==> src/rtl/sprite_rom_arbiter_pkg.sv <==
// Shared types and helpers for the sprite ROM arbiter.
// Holds the default ROM geometry, layer names, collision FSM states and the priority encoder.
package sprite_pkg;

    localparam int SPR_ADDR_W = 21;
    localparam int SPR_DATA_W = 4;
    // Widest request vector the priority encoder accepts
    localparam int PRIO_MAX_W = 32;

    typedef enum logic [1:0] {
        LAYER_PLAYER = 2'd0,
        LAYER_ENEMY0 = 2'd1,
        LAYER_ENEMY1 = 2'd2,
        LAYER_BULLET = 2'd3
    } layer_t;

    typedef enum logic {
        RUN   = 1'b0,
        LATCH = 1'b1
    } coll_state_t;

    // Lowest set index wins; an all-zero vector returns 0 (caller qualifies with |req)
    function automatic int unsigned prio_enc(input logic [PRIO_MAX_W-1:0] i_req);
        int unsigned idx;
        idx = 0;
        for (int i = PRIO_MAX_W - 1; i >= 0; i--) begin
            if (i_req[i]) idx = unsigned'(i);
        end
        return idx;
    endfunction

endpackage

==> src/rtl/sprite_rom_arbiter_pipe_delay.sv <==
// Resettable shift register that carries side-band pixel fields
// alongside the ROM read so they line up with the returned data.
module sprite_pipe_delay #(
    parameter int DEPTH = 2,
    parameter int WIDTH = 8
) (
    input  logic             frame_Clk,
    input  logic             Reset,
    input  logic [WIDTH-1:0] i_d,
    output logic [WIDTH-1:0] o_q
);

    logic [WIDTH-1:0] r_stage [DEPTH];

    // Shift one stage per pixel clock; reset flushes every stage
    always_ff @(posedge frame_Clk) begin
        if (Reset) begin
            for (int i = 0; i < DEPTH; i++) r_stage[i] <= '0;
        end else begin
            r_stage[0] <= i_d;
            for (int i = 1; i < DEPTH; i++) r_stage[i] <= r_stage[i-1];
        end
    end

    assign o_q = r_stage[DEPTH-1];

endmodule

==> src/rtl/sprite_rom_arbiter.sv <==
// Sprite ROM arbiter: grants the single ROM address port to the highest-priority
// sprite engine covering the current pixel, aligns layer/coordinates with the ROM
// return, and latches a per-frame player-overlap flag.
// Optional build macro SPRITE_ARB_KEY_EN: pixels whose ROM data equals TRANSP are
// reported as not valid so the background shows through.
module sprite_rom_arbiter
    import sprite_pkg::*;
#(
    parameter int NUM_REQ = 4,
    parameter int ADDR_W  = SPR_ADDR_W,
    parameter int DATA_W  = SPR_DATA_W,
    parameter int ROM_LAT = 2,
    parameter logic [DATA_W-1:0] TRANSP = '0,
    localparam int LAYER_W = (NUM_REQ > 1) ? $clog2(NUM_REQ) : 1
) (
    input  logic                      frame_Clk,
    input  logic                      Reset,
    input  logic [9:0]                DrawX,
    input  logic [9:0]                DrawY,
    input  logic [NUM_REQ-1:0]        req_on,
    input  logic [NUM_REQ*ADDR_W-1:0] req_addr,
    output logic [ADDR_W-1:0]         rom_addr,
    input  logic [DATA_W-1:0]         rom_data,
    output logic                      pix_valid,
    output logic [LAYER_W-1:0]        pix_layer,
    output logic [DATA_W-1:0]         pix_data,
    output logic [9:0]                pix_x,
    output logic [9:0]                pix_y,
    output logic                      collision,
    output logic                      frame_start
);

    localparam int PIPE_W = 1 + LAYER_W + 20;

    logic [PRIO_MAX_W-1:0] w_req_ext;
    int unsigned           w_grant_p0;
    logic                  w_vld_p0;
    logic [LAYER_W-1:0]    w_layer_p0;
    logic [ADDR_W-1:0]     w_addr_p0;
    logic                  w_sof_p0;
    logic                  w_term_p0;
    logic [PIPE_W-1:0]     w_pipe_p0;
    logic [PIPE_W-1:0]     w_pipe_pl;
    logic                  w_vld_pl;
    logic [LAYER_W-1:0]    w_layer_pl;
    logic [9:0]            w_x_pl;
    logic [9:0]            w_y_pl;
    coll_state_t           r_state;
    logic                  r_hit;

    // Keyed builds hide transparent ROM codes; otherwise every granted pixel is shown
    function automatic logic key_pass(input logic [DATA_W-1:0] d);
`ifdef SPRITE_ARB_KEY_EN
        return d != TRANSP;
`else
        return 1'b1;
`endif
    endfunction

    // ---- stage 0: priority grant, address select, frame/overlap detect ----
    assign w_req_ext  = PRIO_MAX_W'(req_on);
    assign w_grant_p0 = prio_enc(w_req_ext);
    assign w_vld_p0   = |req_on;
    assign w_layer_p0 = LAYER_W'(w_grant_p0);
    assign w_sof_p0   = (DrawX == 10'd0) && (DrawY == 10'd0);
    assign w_pipe_p0  = {w_vld_p0, w_layer_p0, DrawX, DrawY};

    generate
        if (NUM_REQ > 1) begin : g_overlap
            assign w_term_p0 = req_on[0] & (|req_on[NUM_REQ-1:1]);
        end else begin : g_no_overlap
            assign w_term_p0 = 1'b0;
        end
    endgenerate

    // Select the granted requester's address
    always_comb begin
        w_addr_p0 = '0;
        for (int i = 0; i < NUM_REQ; i++) begin
            if (w_grant_p0 == unsigned'(i)) w_addr_p0 = req_addr[i*ADDR_W +: ADDR_W];
        end
    end

    // ---- stage 1: ROM address register (holds when nobody requests) ----
    always_ff @(posedge frame_Clk) begin
        if (Reset) rom_addr <= '0;
        else if (w_vld_p0) rom_addr <= w_addr_p0;
    end

    // ---- stages 1..ROM_LAT: side-band alignment with the ROM read ----
    sprite_pipe_delay #(
        .DEPTH (ROM_LAT),
        .WIDTH (PIPE_W)
    ) u_align (
        .frame_Clk (frame_Clk),
        .Reset     (Reset),
        .i_d       (w_pipe_p0),
        .o_q       (w_pipe_pl)
    );

    assign w_vld_pl   = w_pipe_pl[PIPE_W-1];
    assign w_layer_pl = w_pipe_pl[PIPE_W-2 -: LAYER_W];
    assign w_x_pl     = w_pipe_pl[19:10];
    assign w_y_pl     = w_pipe_pl[9:0];

    // ---- stage ROM_LAT+1: capture ROM data with its aligned tag ----
    always_ff @(posedge frame_Clk) begin
        if (Reset) begin
            pix_valid <= 1'b0;
            pix_layer <= '0;
            pix_data  <= '0;
            pix_x     <= '0;
            pix_y     <= '0;
        end else begin
            pix_valid <= w_vld_pl & key_pass(rom_data);
            pix_layer <= w_layer_pl;
            pix_data  <= rom_data;
            pix_x     <= w_x_pl;
            pix_y     <= w_y_pl;
        end
    end

    // Registered frame-start pulse, one cycle after pixel (0,0) is presented
    always_ff @(posedge frame_Clk) begin
        if (Reset) frame_start <= 1'b0;
        else frame_start <= w_sof_p0;
    end

    // Collision FSM: accumulate overlap during a frame, publish it at the next frame start
    always_ff @(posedge frame_Clk) begin
        if (Reset) begin
            r_state   <= RUN;
            r_hit     <= 1'b0;
            collision <= 1'b0;
        end else begin
            case (r_state)
                RUN: begin
                    if (w_sof_p0) begin
                        collision <= r_hit | w_term_p0;
                        r_hit     <= 1'b0;
                        r_state   <= LATCH;
                    end else begin
                        r_hit <= r_hit | w_term_p0;
                    end
                end
                LATCH: begin
                    r_hit   <= r_hit | w_term_p0;
                    r_state <= RUN;
                end
                default: r_state <= RUN;
            endcase
        end
    end

endmodule
==> config.mk <==
export PLATFORM = sky130hd
export DESIGN_NAME = sprite_rom_arbiter
export DESIGN_NICKNAME = d
export VERILOG_FILES = /design/src/rtl/sprite_rom_arbiter_pkg.sv /design/src/rtl/sprite_rom_arbiter_pipe_delay.sv /design/src/rtl/sprite_rom_arbiter.sv
export SDC_FILE = /design/constraint.sdc
export NUM_CORES = 1
export LEC_CHECK = 0
export CAP_MARGIN = 20
export CORE_ASPECT_RATIO = 1.25
export CORE_MARGIN = 5
export CORE_UTILIZATION = 25
export CTS_BUF_LIST = sky130_fd_sc_hd__clkbuf_4
export DETAILED_ROUTE_END_ITERATION = 10
export HOLD_SLACK_MARGIN = 0.08
export PLACE_DENSITY = 0.65
export RECOVER_POWER = 100
export SETUP_SLACK_MARGIN = 0.4
export SLEW_MARGIN = 15
export SYNTH_ARGS = -nofsm -noshare
export SYNTH_HDL_FRONTEND = slang
export SYNTH_SLANG_ARGS = --single-unit
==> constraint.sdc <==
create_clock -name frame_Clk -period 4.03 [get_ports frame_Clk]
set_clock_uncertainty 0.1 [all_clocks]
set_input_delay 0.6045 -clock frame_Clk [delete_from_list [all_inputs] [get_ports frame_Clk]]
set_output_delay 0.6045 -clock frame_Clk [all_outputs]
set_load 0.03 [all_outputs]
==> metrics.yaml <==
outcome:
  outcome: "completed"
synth:
  syn-num-nets: 439
  ys.warnings.count: 0
  ys.flop_type: "dfxtp_1"
  synthArstFlopShare_pct: 0
  ys_types: 25
  synthCells: 325
  ys_ff_latch: 98
  synthesis.area_sq_mm: 0.00330
  synth-edff-count: 0
  avgSynthCellArea_sq_um: 10.2
  yosysSeqAreaShare_pct: 59.4
clocking:
  clkSlewWorstSetupHoldPaths_ns: 0.16
  cts_tree: "built"
  clock-root-buffer: "clkbuf_4"
  cts_setup_buffers: 0
  clock-sinks: 98
  cts_resized: 0
  cts_max_level: 3
  cts_buffer_depth: 2
  hold_buffers: 0
  numCtsBuffers: 9
  clk_latency_ns: 0.44
layout:
  fin_util_pct: 39.8
  most-common-layout-cells: "109 x clkdlybuf4s50_1, 98 x dfxtp_1, 72 x nor2b_1"
  drive_above_1_share_pct: 4.96
  final_common_cell: "clkdlybuf4s50_1"
  fin_nets: 594
  filler_cell_count: 1300
  instances_no_fill: 657
  area_delta_synth_final_pct: 58.1
die:
  num_io_pins: 164
  core_sq_mm: 0.0131
  design.die.area_sq_mm: 0.0156
  rows: 47
  die_h_um: 139
  die_x_um: 113
  initial_utilization_pct: 25.2
critical_path:
  required_ns: 4.31
  max_stage_delay_ns: 1.11
  path_class: "primary input to register"
  crit_path_top_delay_cell: "a21oi_1"
  cp_data_arrival_time_ns: 3.08
  path_buf_inv: 1
  crit_path_end_kind: "register"
  cp_top_family: "compound AO/OA/AOI/OAI gates"
  crit_path_start: "req_on[0]"
  worst-path-max-fanout: 22
  timing.rr.start: "r_state$_SDFF_PP0_"
  crit_top_cell: "o21ai_0"
  path_cells: "dlygate4sd3_1 -> nor3_1 -> a21oi_1 -> o21ai_0 -> o21ai_0"
  crit_path_start_kind: "primary input"
timing:
  slew_headroom_pct: 5.01
  timing.final.crit_share_pct: 69.3
  worst_slew_pin_slew_ns: 1.42
  slew_viol_final: 0
  hold_viol_final: 0
  grt_setup_unrepaired: "no"
  setup_violations: 0
  whs_ns: 0.318
  fmax_ghz: 0.358
  period_needed_ns: 2.79
  setup-tns-final_ns: 0
detailed_routing:
  totalWireLength_mm: 8.69
  firstDrtPassIters: 4
  antenna_left: 0
  drcViolationCount: 0
  wl_per_cell_um: 13.2
  vias: 2831
  vias_per_cell: 4.31
  drt-initial-drc-count: 53
hold_path:
  holdCritPathClass: "register to register"
  holdCritStartpoint: "r_state$_SDFF_PP0_"
flow_run:
  max_cap_viol_count: 0
grt:
  antenna_found_initial: 1
  grt_pass1_vias: 2874
  grt_overflow: 0
  grt_pass1_wl_mm: 13.9
  grt_max_degree: 78
  track_usage_pct: 11.2
pwr:
  power_mw: 1.87
  p_leak_nw: 2.04
  ir_drop_mv: 0.180
  powerDensity_mw_per_mm2: 358
placement:
  portBuffers: 163
  placedCellCount: 640
  dp_hpwl_mm: 6.84
  routabilityCongestion: 0.741
==> final cells by class <==
cell class | count | area [sq um] | share of cell area, %
timing repair buffer | 167 | 1660 | 31.7
inverter | 2 | 7.51 | 0.144
antenna | 2 | 5.00 | 0.0959
sequential | 98 | 1960 | 37.6
clock buffer | 9 | 67.6 | 1.29
tap | 171 | 214 | 4.10
clock inverter | 6 | 72.6 | 1.39
multi-input combinational | 202 | 1240 | 23.7
==> cells by family (layout without fill, tap and decap cells) <==
| group | Yosys count | in the layout | synth area share, % |
|---|---|---|---|
| AO/OA/AOI/OAI | 88 | 88 | 16.7 |
| AND/OR/NAND/NOR | 113 | 113 | 20.1 |
| buffers and inverters | 25 | 184 | 3.45 |
| flip-flops | 98 | 98 | 59.4 |
| other | 0 | 2 | 0 |
| multiplexers | 1 | 1 | 0.341 |
==> power by group <==
part	switching (mW)	internal (mW)	leakage, nW
clock network	0.332	0.196	0.0791
registers	0.0135	1.02	0.808
logic	0.138	0.172	1.15
total	0.483	1.38	2.04
==> layer usage <==
layer  GRT usage, %  vias to the layer above  share of wire [%]
met4           5.06                        0                2.0
met2           18.9                      135                 49
met5              0                        -                  0
li1               -                     1426                  -
met3           5.46                       13                 11
met1           11.7                     1257                 38
==> state kept, by name, summed over array words and instances, names as in the netlist, 2 cells and up <==
register,cells
u_align.r_stage,46
rom_addr,21
pix_x,10
pix_y,10
pix_data,4
pix_layer,2
==> cells in the mapped netlist (2+ instances only) <==
cell type	number	area (sq um)
dfxtp_1	98	1960
nor2b_1	72	450
a21oi_1	23	115
nand2_1	23	86.3
o21ai_0	22	110
a221o_1	21	210
o21ai_1	20	100
clkbuf_1	11	41.3
buf_2	10	50.1
nor4_1	5	31.3
nor3_1	3	15.0
buf_4	2	15.0
inv_1	2	7.51
nor2_1	2	7.51
==> metrics by stage <==
stage               instance area, sq um  setup WS, ns
floorplan                           3300          2.31
global placement                    5080          1.32
detailed placement                  5080          1.28
CTS                                 5220          1.72
global route                        5220         0.998
finish                              5220          1.24
==> path summary, 6_finish.rpt <==
kind                                   end  slack (ns)  cells after the start
setup / recovery  rom_addr[1]$_SDFFE_PP0P_        1.24                      5
hold / removal          r_state$_SDFF_PP0_        0.32                      1
setup reg to reg    collision$_SDFFE_PP0P_        3.01                      2
hold reg to reg         r_state$_SDFF_PP0_        0.32                      1
(Power assumes the default switching activity.)
